**config.mk**
```make
export PLATFORM = sky130hd
export DESIGN_NAME = port_responder
export DESIGN_NICKNAME = d
export VERILOG_FILES = /design/src/rtl/port_responder_pkg.sv /design/src/rtl/port_cmd_skid.sv /design/src/rtl/port_responder.sv
export SDC_FILE = /design/constraint.sdc
export NUM_CORES = 1
export LEC_CHECK = 0
export ABC_AREA = 1
export CORE_MARGIN = 1.5
export CORE_UTILIZATION = 30
export CTS_BUF_LIST = sky130_fd_sc_hd__clkbuf_4 sky130_fd_sc_hd__clkbuf_8 sky130_fd_sc_hd__clkbuf_16
export DETAILED_ROUTE_END_ITERATION = 8
export SLEW_MARGIN = 20
export SYNTH_ARGS = -nofsm -noshare
export SYNTH_HDL_FRONTEND = slang
export SYNTH_SLANG_ARGS = --single-unit
```
**constraint.sdc**
```tcl
create_clock -name clk -period 2.7 [get_ports clk]
set_clock_uncertainty 0.15 [all_clocks]
set_input_delay 0.405 -clock clk [delete_from_list [all_inputs] [get_ports clk]]
set_output_delay 0.405 -clock clk [all_outputs]
set_load 0.1 [all_outputs]
```
**src/rtl/port_responder_pkg.sv**
```systemverilog
// Shared types for port_responder.
//   state_t : responder state machine encoding
//   cmd_t   : one captured port command (address, byte enables, write, data)
// The command address field is sized for the widest supported AW; narrower
// instances zero-fill the upper bits.
package port_responder_pkg;

  localparam int unsigned AW_MAX      = 32;
  localparam int unsigned TIMEOUT_DEF = 255;

  typedef enum logic {
    ST_IDLE,
    ST_ACCESS
  } state_t;

  typedef struct packed {
    logic [AW_MAX-1:0] a;
    logic [1:0]        ds;
    logic              we;
    logic [15:0]       d;
  } cmd_t;

endpackage

```
**src/rtl/port_cmd_skid.sv**
```systemverilog
// One-entry holding slot for a command that arrives while an access is active.
//   clk, reset : clock, asynchronous active-low reset
//   load       : write din into the slot (allowed together with pop)
//   pop        : release the slot contents
//   din, dout  : command in / held command out
//   full       : slot holds a command
module port_cmd_skid
  import port_responder_pkg::*;
(
  input  logic clk,
  input  logic reset,
  input  logic load,
  input  logic pop,
  input  cmd_t din,
  output cmd_t dout,
  output logic full
);

  always_ff @(posedge clk or negedge reset) begin
    if (!reset) begin
      full <= 1'b0;
      dout <= '0;
    end else if (load) begin
      // load with pop refills the slot in the same cycle it drains
      dout <= din;
      full <= 1'b1;
    end else if (pop) begin
      full <= 1'b0;
    end
  end

endmodule

```
**src/rtl/port_responder.sv**
```systemverilog
// Toggle-handshake port to ready/valid memory backend bridge.
//   clk, reset                      : clock, asynchronous active-low reset
//   port_req / port_ack             : toggle request in, toggle completion out
//   port_a/ds/we/d, port_q          : command fields in, last read data out
//   mem_cs/we/a/be/wdata            : backend request (held stable until ready)
//   mem_rdata, mem_rdy              : backend read data and ready
//   busy                            : access active or command pending
//   err_to, err_ovr, err_clr        : sticky timeout / overrun flags and clear
module port_responder
  import port_responder_pkg::*;
#(
  parameter int unsigned AW      = 23,
  parameter int unsigned TIMEOUT = TIMEOUT_DEF
) (
  input  logic          clk,
  input  logic          reset,
  input  logic          port_req,
  output logic          port_ack,
  input  logic [AW-1:0] port_a,
  input  logic [1:0]    port_ds,
  input  logic          port_we,
  input  logic [15:0]   port_d,
  output logic [15:0]   port_q,
  output logic          mem_cs,
  output logic          mem_we,
  output logic [AW-1:0] mem_a,
  output logic [1:0]    mem_be,
  output logic [15:0]   mem_wdata,
  input  logic [15:0]   mem_rdata,
  input  logic          mem_rdy,
  output logic          busy,
  output logic          err_to,
  output logic          err_ovr,
  input  logic          err_clr
);

  localparam logic [7:0] TO_LIMIT = 8'(TIMEOUT);

  state_t     state;
  logic       req_s;
  logic       primed;
  logic [7:0] wait_cnt;

  logic edge_det, in_access, xfer, timeout, done, start, overrun;
  logic slot_full, slot_load, slot_pop;
  cmd_t cmd_in, slot_q;

  logic [AW-1:0] nxt_a;
  logic [1:0]    nxt_ds;
  logic          nxt_we;
  logic [15:0]   nxt_d;

  always_comb begin
    cmd_in          = '0;
    cmd_in.a[AW-1:0] = port_a;
    cmd_in.ds       = port_ds;
    cmd_in.we       = port_we;
    cmd_in.d        = port_d;
  end

  // primed suppresses a false edge on the first cycle out of reset
  assign edge_det  = primed && (req_s != port_req);
  assign in_access = (state == ST_ACCESS);
  assign xfer      = in_access && mem_cs && mem_rdy;
  assign timeout   = in_access && mem_cs && !mem_rdy && (wait_cnt == TO_LIMIT);
  // an access with no byte enables never drives mem_cs and finishes at once
  assign done      = xfer || timeout || (in_access && !mem_cs);

  // Edge during access: park in the slot unless the active command is
  // finishing with the slot empty, in which case it goes straight to active.
  assign slot_pop  = done && slot_full;
  assign slot_load = edge_det && in_access && (done ? slot_full : !slot_full);
  assign overrun   = edge_det && in_access && !done && slot_full;
  assign start     = (edge_det && (!in_access || done)) || slot_pop;

  assign nxt_a  = slot_pop ? slot_q.a[AW-1:0] : port_a;
  assign nxt_ds = slot_pop ? slot_q.ds        : port_ds;
  assign nxt_we = slot_pop ? slot_q.we        : port_we;
  assign nxt_d  = slot_pop ? slot_q.d         : port_d;

  port_cmd_skid u_skid (
    .clk   (clk),
    .reset (reset),
    .load  (slot_load),
    .pop   (slot_pop),
    .din   (cmd_in),
    .dout  (slot_q),
    .full  (slot_full)
  );

  generate
    if (AW < AW_MAX) begin : g_addr_pad
      logic unused_addr_hi;
      assign unused_addr_hi = |slot_q.a[AW_MAX-1:AW];
    end
  endgenerate

  always_ff @(posedge clk or negedge reset) begin
    if (!reset) begin
      state     <= ST_IDLE;
      req_s     <= 1'b0;
      primed    <= 1'b0;
      wait_cnt  <= '0;
      port_ack  <= 1'b0;
      port_q    <= '0;
      mem_cs    <= 1'b0;
      mem_we    <= 1'b0;
      mem_a     <= '0;
      mem_be    <= '0;
      mem_wdata <= '0;
      busy      <= 1'b0;
      err_to    <= 1'b0;
      err_ovr   <= 1'b0;
    end else begin
      req_s  <= port_req;
      primed <= 1'b1;

      if (done) port_ack <= !port_ack;
      if (xfer && !mem_we) port_q <= mem_rdata;

      if (start) begin
        state     <= ST_ACCESS;
        busy      <= 1'b1;
        mem_cs    <= |nxt_ds;
        mem_we    <= nxt_we;
        mem_a     <= nxt_a;
        mem_be    <= nxt_ds;
        mem_wdata <= nxt_d;
        wait_cnt  <= '0;
      end else if (done) begin
        state    <= ST_IDLE;
        busy     <= 1'b0;
        mem_cs   <= 1'b0;
        wait_cnt <= '0;
      end else if (in_access && mem_cs) begin
        wait_cnt <= wait_cnt + 8'd1;
      end

      // a set event in the same cycle as err_clr keeps the flag set
      if (timeout)      err_to <= 1'b1;
      else if (err_clr) err_to <= 1'b0;

      if (overrun)      err_ovr <= 1'b1;
      else if (err_clr) err_ovr <= 1'b0;
    end
  end

endmodule
```
Word level (Yosys, flattened, before mapping)
Cells that the tools add are included.

Input port bits: 63. Logic and storage cells: 67. Output and inout bits: 63. Register bits after elaboration: 116.

Mux-type cells: 16. Add/subtract/negate cells: 1. Reductions and logical operators: 30. Equality and inequality tests: 2.

Operators by type and width (count): $mux 8 (3); $mux 23 (1); $mux 16 (1); $logic_and 1x1->1 (13); $mux 1 (10); $add 8x1->8 const B (1); $eq 8x8->1 const B (1); $reduce_bool 2->1 (4); $logic_not 1->1 (7); $logic_or 1x1->1 (4); $reduce_bool 3->1 (1); $mux 2 (1); $reduce_or 2->1 (1); $ne 1x1->1 (1).

Depth between registers and ports, before layout
Depth after elaboration: 9. Mapped depth: 14. Mapped depth without buffers: 13.

Modules after synthesis
A second synthesis with hierarchy kept.

Cell total of the unflattened synthesis: 666. Area total of the unflattened synthesis: 5624.1 µm².

By module, submodules not included: port_responder (seq. area each 1826.8 µm², cells an instance 446, times used 1, area an instance 3552.2 µm²); port_cmd_skid (seq. area each 1301.2 µm², cells an instance 220, times used 1, area an instance 2072.0 µm²).

Least setup slack after synthesis
OpenSTA, ideal clock, no wires.

Path type: register to register. Start: register state, in the netlist in_access. End: register mem_we. Data arrival time: 2.768 ns. Library setup time: 0.068 ns. Data required time: 2.482 ns. Setup slack: -0.286 ns. Stages on the path, launching flop included: 14. Clock period less this slack: 2.986 ns. Buffers on the path: 3. Cell sequence: dfrtp_1 nand2_2 clkinv_2 nand2_2 nand2_1 nor2_1 inv_1 ha_1 clkbuf_1 inv_1 clkbuf_1 clkbuf_1 nand3_1 nand2_1.

Word-level cells in the longest chain between the ends: 8. Elaborated cells between the ends (all ways): 13. Those cells by class: mux (1); reduce/logical (12).

Ends and longest elaborated chain: start: declaration (line port_responder.sv:39) `state_t state;`; start signal: assignment (line port_responder.sv:100) `state <= ST_IDLE;`; start signal: assignment (line port_responder.sv:122) `state <= ST_ACCESS;`; start signal: assignment (line port_responder.sv:131) `state <= ST_IDLE;`; $logic_and 1x1->1 (line port_responder.sv:64, port_responder.sv:65); $logic_and 1x1->1 (2 in series) (line port_responder.sv:65) `assign timeout = in_access && mem_cs && !mem_rdy && (wait_cnt == TO_LIMIT);`; $logic_or 1x1->1 (line port_responder.sv:67) `assign done = xfer || timeout || (in_access && !mem_cs);`; $logic_or 1x1->1 * (line port_responder.sv:67); net done (line port_responder.sv:44) `logic edge_det, in_access, xfer, timeout, done, start, overrun;`; $logic_or 1x1->1 (line port_responder.sv:74) `assign start = (edge_det && (!in_access || done)) || slot_pop;`; $logic_and 1x1->1 (line port_responder.sv:74); $logic_or 1x1->1 (line port_responder.sv:74); end signal: assignment (line port_responder.sv:125) `mem_we <= nxt_we;`; end: declaration (line port_responder.sv:25) `output logic mem_we,`.

The timed path passes the listed nets; every way through them passes the cells marked *. A chain may end at the register's enable or synchronous reset.

Worst setup path after layout
Start: register wait_cnt[0]. End: register u_skid.dout[7] (netlist bit).

Word-level cells in the longest chain between the ends: 6.

Ends and longest elaborated chain: start: declaration (line port_responder.sv:42) `logic [7:0] wait_cnt;`; start signal: assignment (line port_responder.sv:136) `wait_cnt <= wait_cnt + 8'd1;`; $eq 8x8->1 (line port_responder.sv:65); $logic_and 1x1->1 (line port_responder.sv:65); $logic_or 1x1->1 (2 in series) (line port_responder.sv:67); net done (line port_responder.sv:44); $mux 1 (line port_responder.sv:72) `assign slot_load = edge_det && in_access && (done ? slot_full : !slot_full);`; $logic_and 1x1->1 (line port_responder.sv:72); end signal: assignment (line port_cmd_skid.sv:25) `dout <= din;`; end: declaration (line port_cmd_skid.sv:15) `output cmd_t dout,`.

The timed path passes the listed nets, and every way through them passes these cells.

==> results.sh <==
export IMPL_critPathBufInv=2
export IMPL_path_clk_slew_ns=0.06
export IMPL_ys_types=26
export IMPL_finalNetCount=767
export IMPL_synth_cell_area_sq_um=5075
export IMPL_worst_slack_ns=0.3443
export IMPL_finalHoldViolCount=0
export IMPL_dp_slack_ns=0.1430
export IMPL_cts_tree="yes"
export IMPL_first_global_vias=4152
export IMPL_syn_nets=643
export IMPL_vias=4124
export IMPL_cp_required_ns=2.82
export IMPL_postSynthCellCount=578
export IMPL_grt_max_degree=86
export IMPL_die_w_microns=133.1
export IMPL_cp_cell_sequence="ha_1 -> nand2_1 -> nor2_1 -> nand3_1 -> nand2_1 -> nor2_1 -> inv_1 -> ha_2 -> nand3b_1 -> buf_12 -> nand2_1 -> o21ai_0"
export IMPL_synth_avg_cell_area_sq_um=8.780
export IMPL_wl_per_cell_microns=12.75
export IMPL_grt_overflow=0
export IMPL_grt_pass1_wl_mm=20.13
export IMPL_min_path_type="register to register"
export IMPL_clk_latency_ns=0.41
export IMPL_port_buffer_count=125
export IMPL_hold_depth=1
export IMPL_rows=47
export IMPL_clockRootBuffer="clkbuf_16"
export IMPL_rr_worst_depth=12
export IMPL_drc_errors=0
export IMPL_antenna_found_initial=0
export IMPL_track_usage_pct=14.23
export IMPL_drt_wl_total_mm=11.91
export IMPL_crit_top_cell="nand2_1"
export IMPL_finalMaxSlewViolations=0
export IMPL_crit_family="simple AND/OR/NAND/NOR gates"
export IMPL_worst_slew_pin_slew_ns=0.8436
export IMPL_final_setup_viol_count=0
export IMPL_place_gp_congestion=0.7298
export IMPL_final_cell_mix="nand2_1, dfrtp_1, o21ai_0"
export IMPL_cp_arrival_ns=2.47
export IMPL_crit_fanout=85
export IMPL_ys_ff_latch=116
export IMPL_layout_worst_path_cycle_share_pct=87.25
export IMPL_drt_iter0_drc=233
export IMPL_htree_levels=4
export IMPL_firstDrtPassIters=4
export IMPL_max_freq_ghz=0.4245
export IMPL_slowest_delay_ns=0.39
export IMPL_hpwl_mm=8.328
export IMPL_fill_cells=1660
export IMPL_relSlewSlack_pct=43.76
export IMPL_drive_above_1_share_pct=18.63
export IMPL_avgViaCountPerCell=4.415
export IMPL_r2r_end="u_skid.dout[7]$_DFFE_PN0P_"
export IMPL_cp_start_kind="register"
export IMPL_start_util_pct=30.60
export IMPL_cts_made_buffers=17
export IMPL_final_common_cell="nand2_1"
export IMPL_grt_setup_unrepaired="no"
export IMPL_cts_sinks=116
export IMPL_min_period_ns=2.356
export IMPL_core_area_sq_um=16580
export IMPL_clk_path_buf_depth=2
export IMPL_dieArea_sq_um=17710
export IMPL_max_cap_violations=0
export IMPL_antenna_left=0
export IMPL_area_delta_synth_final_pct=38.63
export IMPL_yosysSeqAreaShare_pct=57.20
export IMPL_synth_warnings=0
export IMPL_rrSetupSlack_ns=0.34
export IMPL_dieHeight_microns=133.1
export IMPL_cpMaxStageDelayCell="dfrtp_1"
export IMPL_status="completed"
export IMPL_num_antenna_cells=0
export IMPL_ctsHoldBuffers=1
export IMPL_cts_repair_resized=0
export IMPL_hp_start="port_ack$_DFFE_PN0P_"
export IMPL_r2r_start="wait_cnt[0]$_DFFE_PN0P_"
export IMPL_holdPathEnd="port_ack$_DFFE_PN0P_"
export IMPL_io_pins=126
export IMPL_postCtsSetupRepairBufs=0
export IMPL_critPathKind="register to register"
export IMPL_endpoint_kind="register"
-- logic make-up after synthesis --
logic type      synth area share, %
compound gates                8.679
xor+xnor                      1.381
fa+ha+maj                    0.4930
buf+inv                       7.199
flops                         57.20
mux                           4.290
other cells                 0.07389
simple gates                  20.69
-- cell type report --
type / instances / area (sq um) / area share [%]
Clock buffer: 22 / 481.7 / 6.847
Clock inverter: 9 / 103.9 / 1.476
Inverter: 56 / 211.5 / 3.006
Multi-Input combinational cell: 373 / 1814 / 25.79
Sequential cell: 116 / 2908 / 41.33
Tap cell: 220 / 275.3 / 3.913
Timing Repair Buffer: 138 / 1241 / 17.64
-- routing by layer --
metal	vias up	GRT usage (%)	wire [microns]
met5	-	0	0
met4	0	4.640	120
met3	11	4.598	590
met2	98	22.97	5627
met1	1945	18.07	5574
li1	2070	-	-
-- registers in the layout, indices dropped and copies added, names as in the netlist --
| signal | cells |
|---|---|
| u_skid.dout | 42 |
| mem_a | 23 |
| mem_wdata | 16 |
| port_q | 16 |
| wait_cnt | 8 |
| mem_be | 2 |
| err_ovr | 1 |
| err_to | 1 |
| in_access | 1 |
| mem_cs | 1 |
| mem_we | 1 |
| port_ack | 1 |
| primed | 1 |
| req_s | 1 |
| u_skid.full | 1 |
-- cells in the mapped netlist --
cell type	count	share of area (%)
buf_1	4	0.30
buf_12	1	0.39
buf_2	5	0.49
buf_6	1	0.22
clkbuf_1	22	1.6
clkinv_2	1	0.099
conb_1	1	0.074
dfrtp_1	116	57
ha_1	2	0.49
inv_1	55	4.1
mux2_2	6	1.3
mux2_4	10	3.0
nand2_1	188	14
nand2_2	2	0.25
nand3_1	48	4.7
nand3b_1	1	0.15
nand4_1	1	0.12
nor2_1	16	1.2
nor3_1	1	0.099
o2111ai_1	1	0.17
o21ai_0	85	8.4
o22ai_1	1	0.12
or2_1	1	0.12
or2_2	1	0.12
xnor2_1	1	0.17
xor2_1	7	1.2
-- per-stage QoR --
| step | hold slack (ns) | instances | TNS, ns | utilization, % | area [sq um] |
|---|---|---|---|---|---|
| 4_1_cts | 0.3367 | 934 | 0 | 42.42 | 7036 |
| 3_3_place_gp | 0.3087 | 902 | 0 | 38.83 | 6440 |
| 2_1_floorplan | -0.04059 | 578 | -0.2076 | - | 5080 |
| 3_5_place_dp | 0.3237 | 902 | 0 | 38.83 | 6440 |
| 5_1_grt | 0.3409 | 934 | 0 | 42.42 | 7036 |
| 6_report | 0.3303 | 934 | 0 | 42.42 | 7036 |
-- how the worst max path moves through the flow --
| stage | start | to | slack [ns] | depth (start not counted) |
|---|---|---|---|---|
| global placement | mem_rdy | u_skid.dout[40]$_DFFE_PN0P_ | 0.20 | 10 |
| global route | wait_cnt[0]$_DFFE_PN0P_ | u_skid.dout[7]$_DFFE_PN0P_ | 0.16 | 11 |
| CTS | wait_cnt[0]$_DFFE_PN0P_ | u_skid.dout[7]$_DFFE_PN0P_ | 0.32 | 11 |
| finish | wait_cnt[0]$_DFFE_PN0P_ | u_skid.dout[7]$_DFFE_PN0P_ | 0.34 | 12 |
| floorplan | mem_cs$_DFFE_PN0P_ | mem_we$_DFFE_PN0N_ | -0.006 | 13 |
| detailed placement | mem_rdy | u_skid.dout[7]$_DFFE_PN0P_ | 0.14 | 10 |
Power is not shown: default switching activity piles up to over one toggle a cycle in this logic, so the estimate is an artifact.
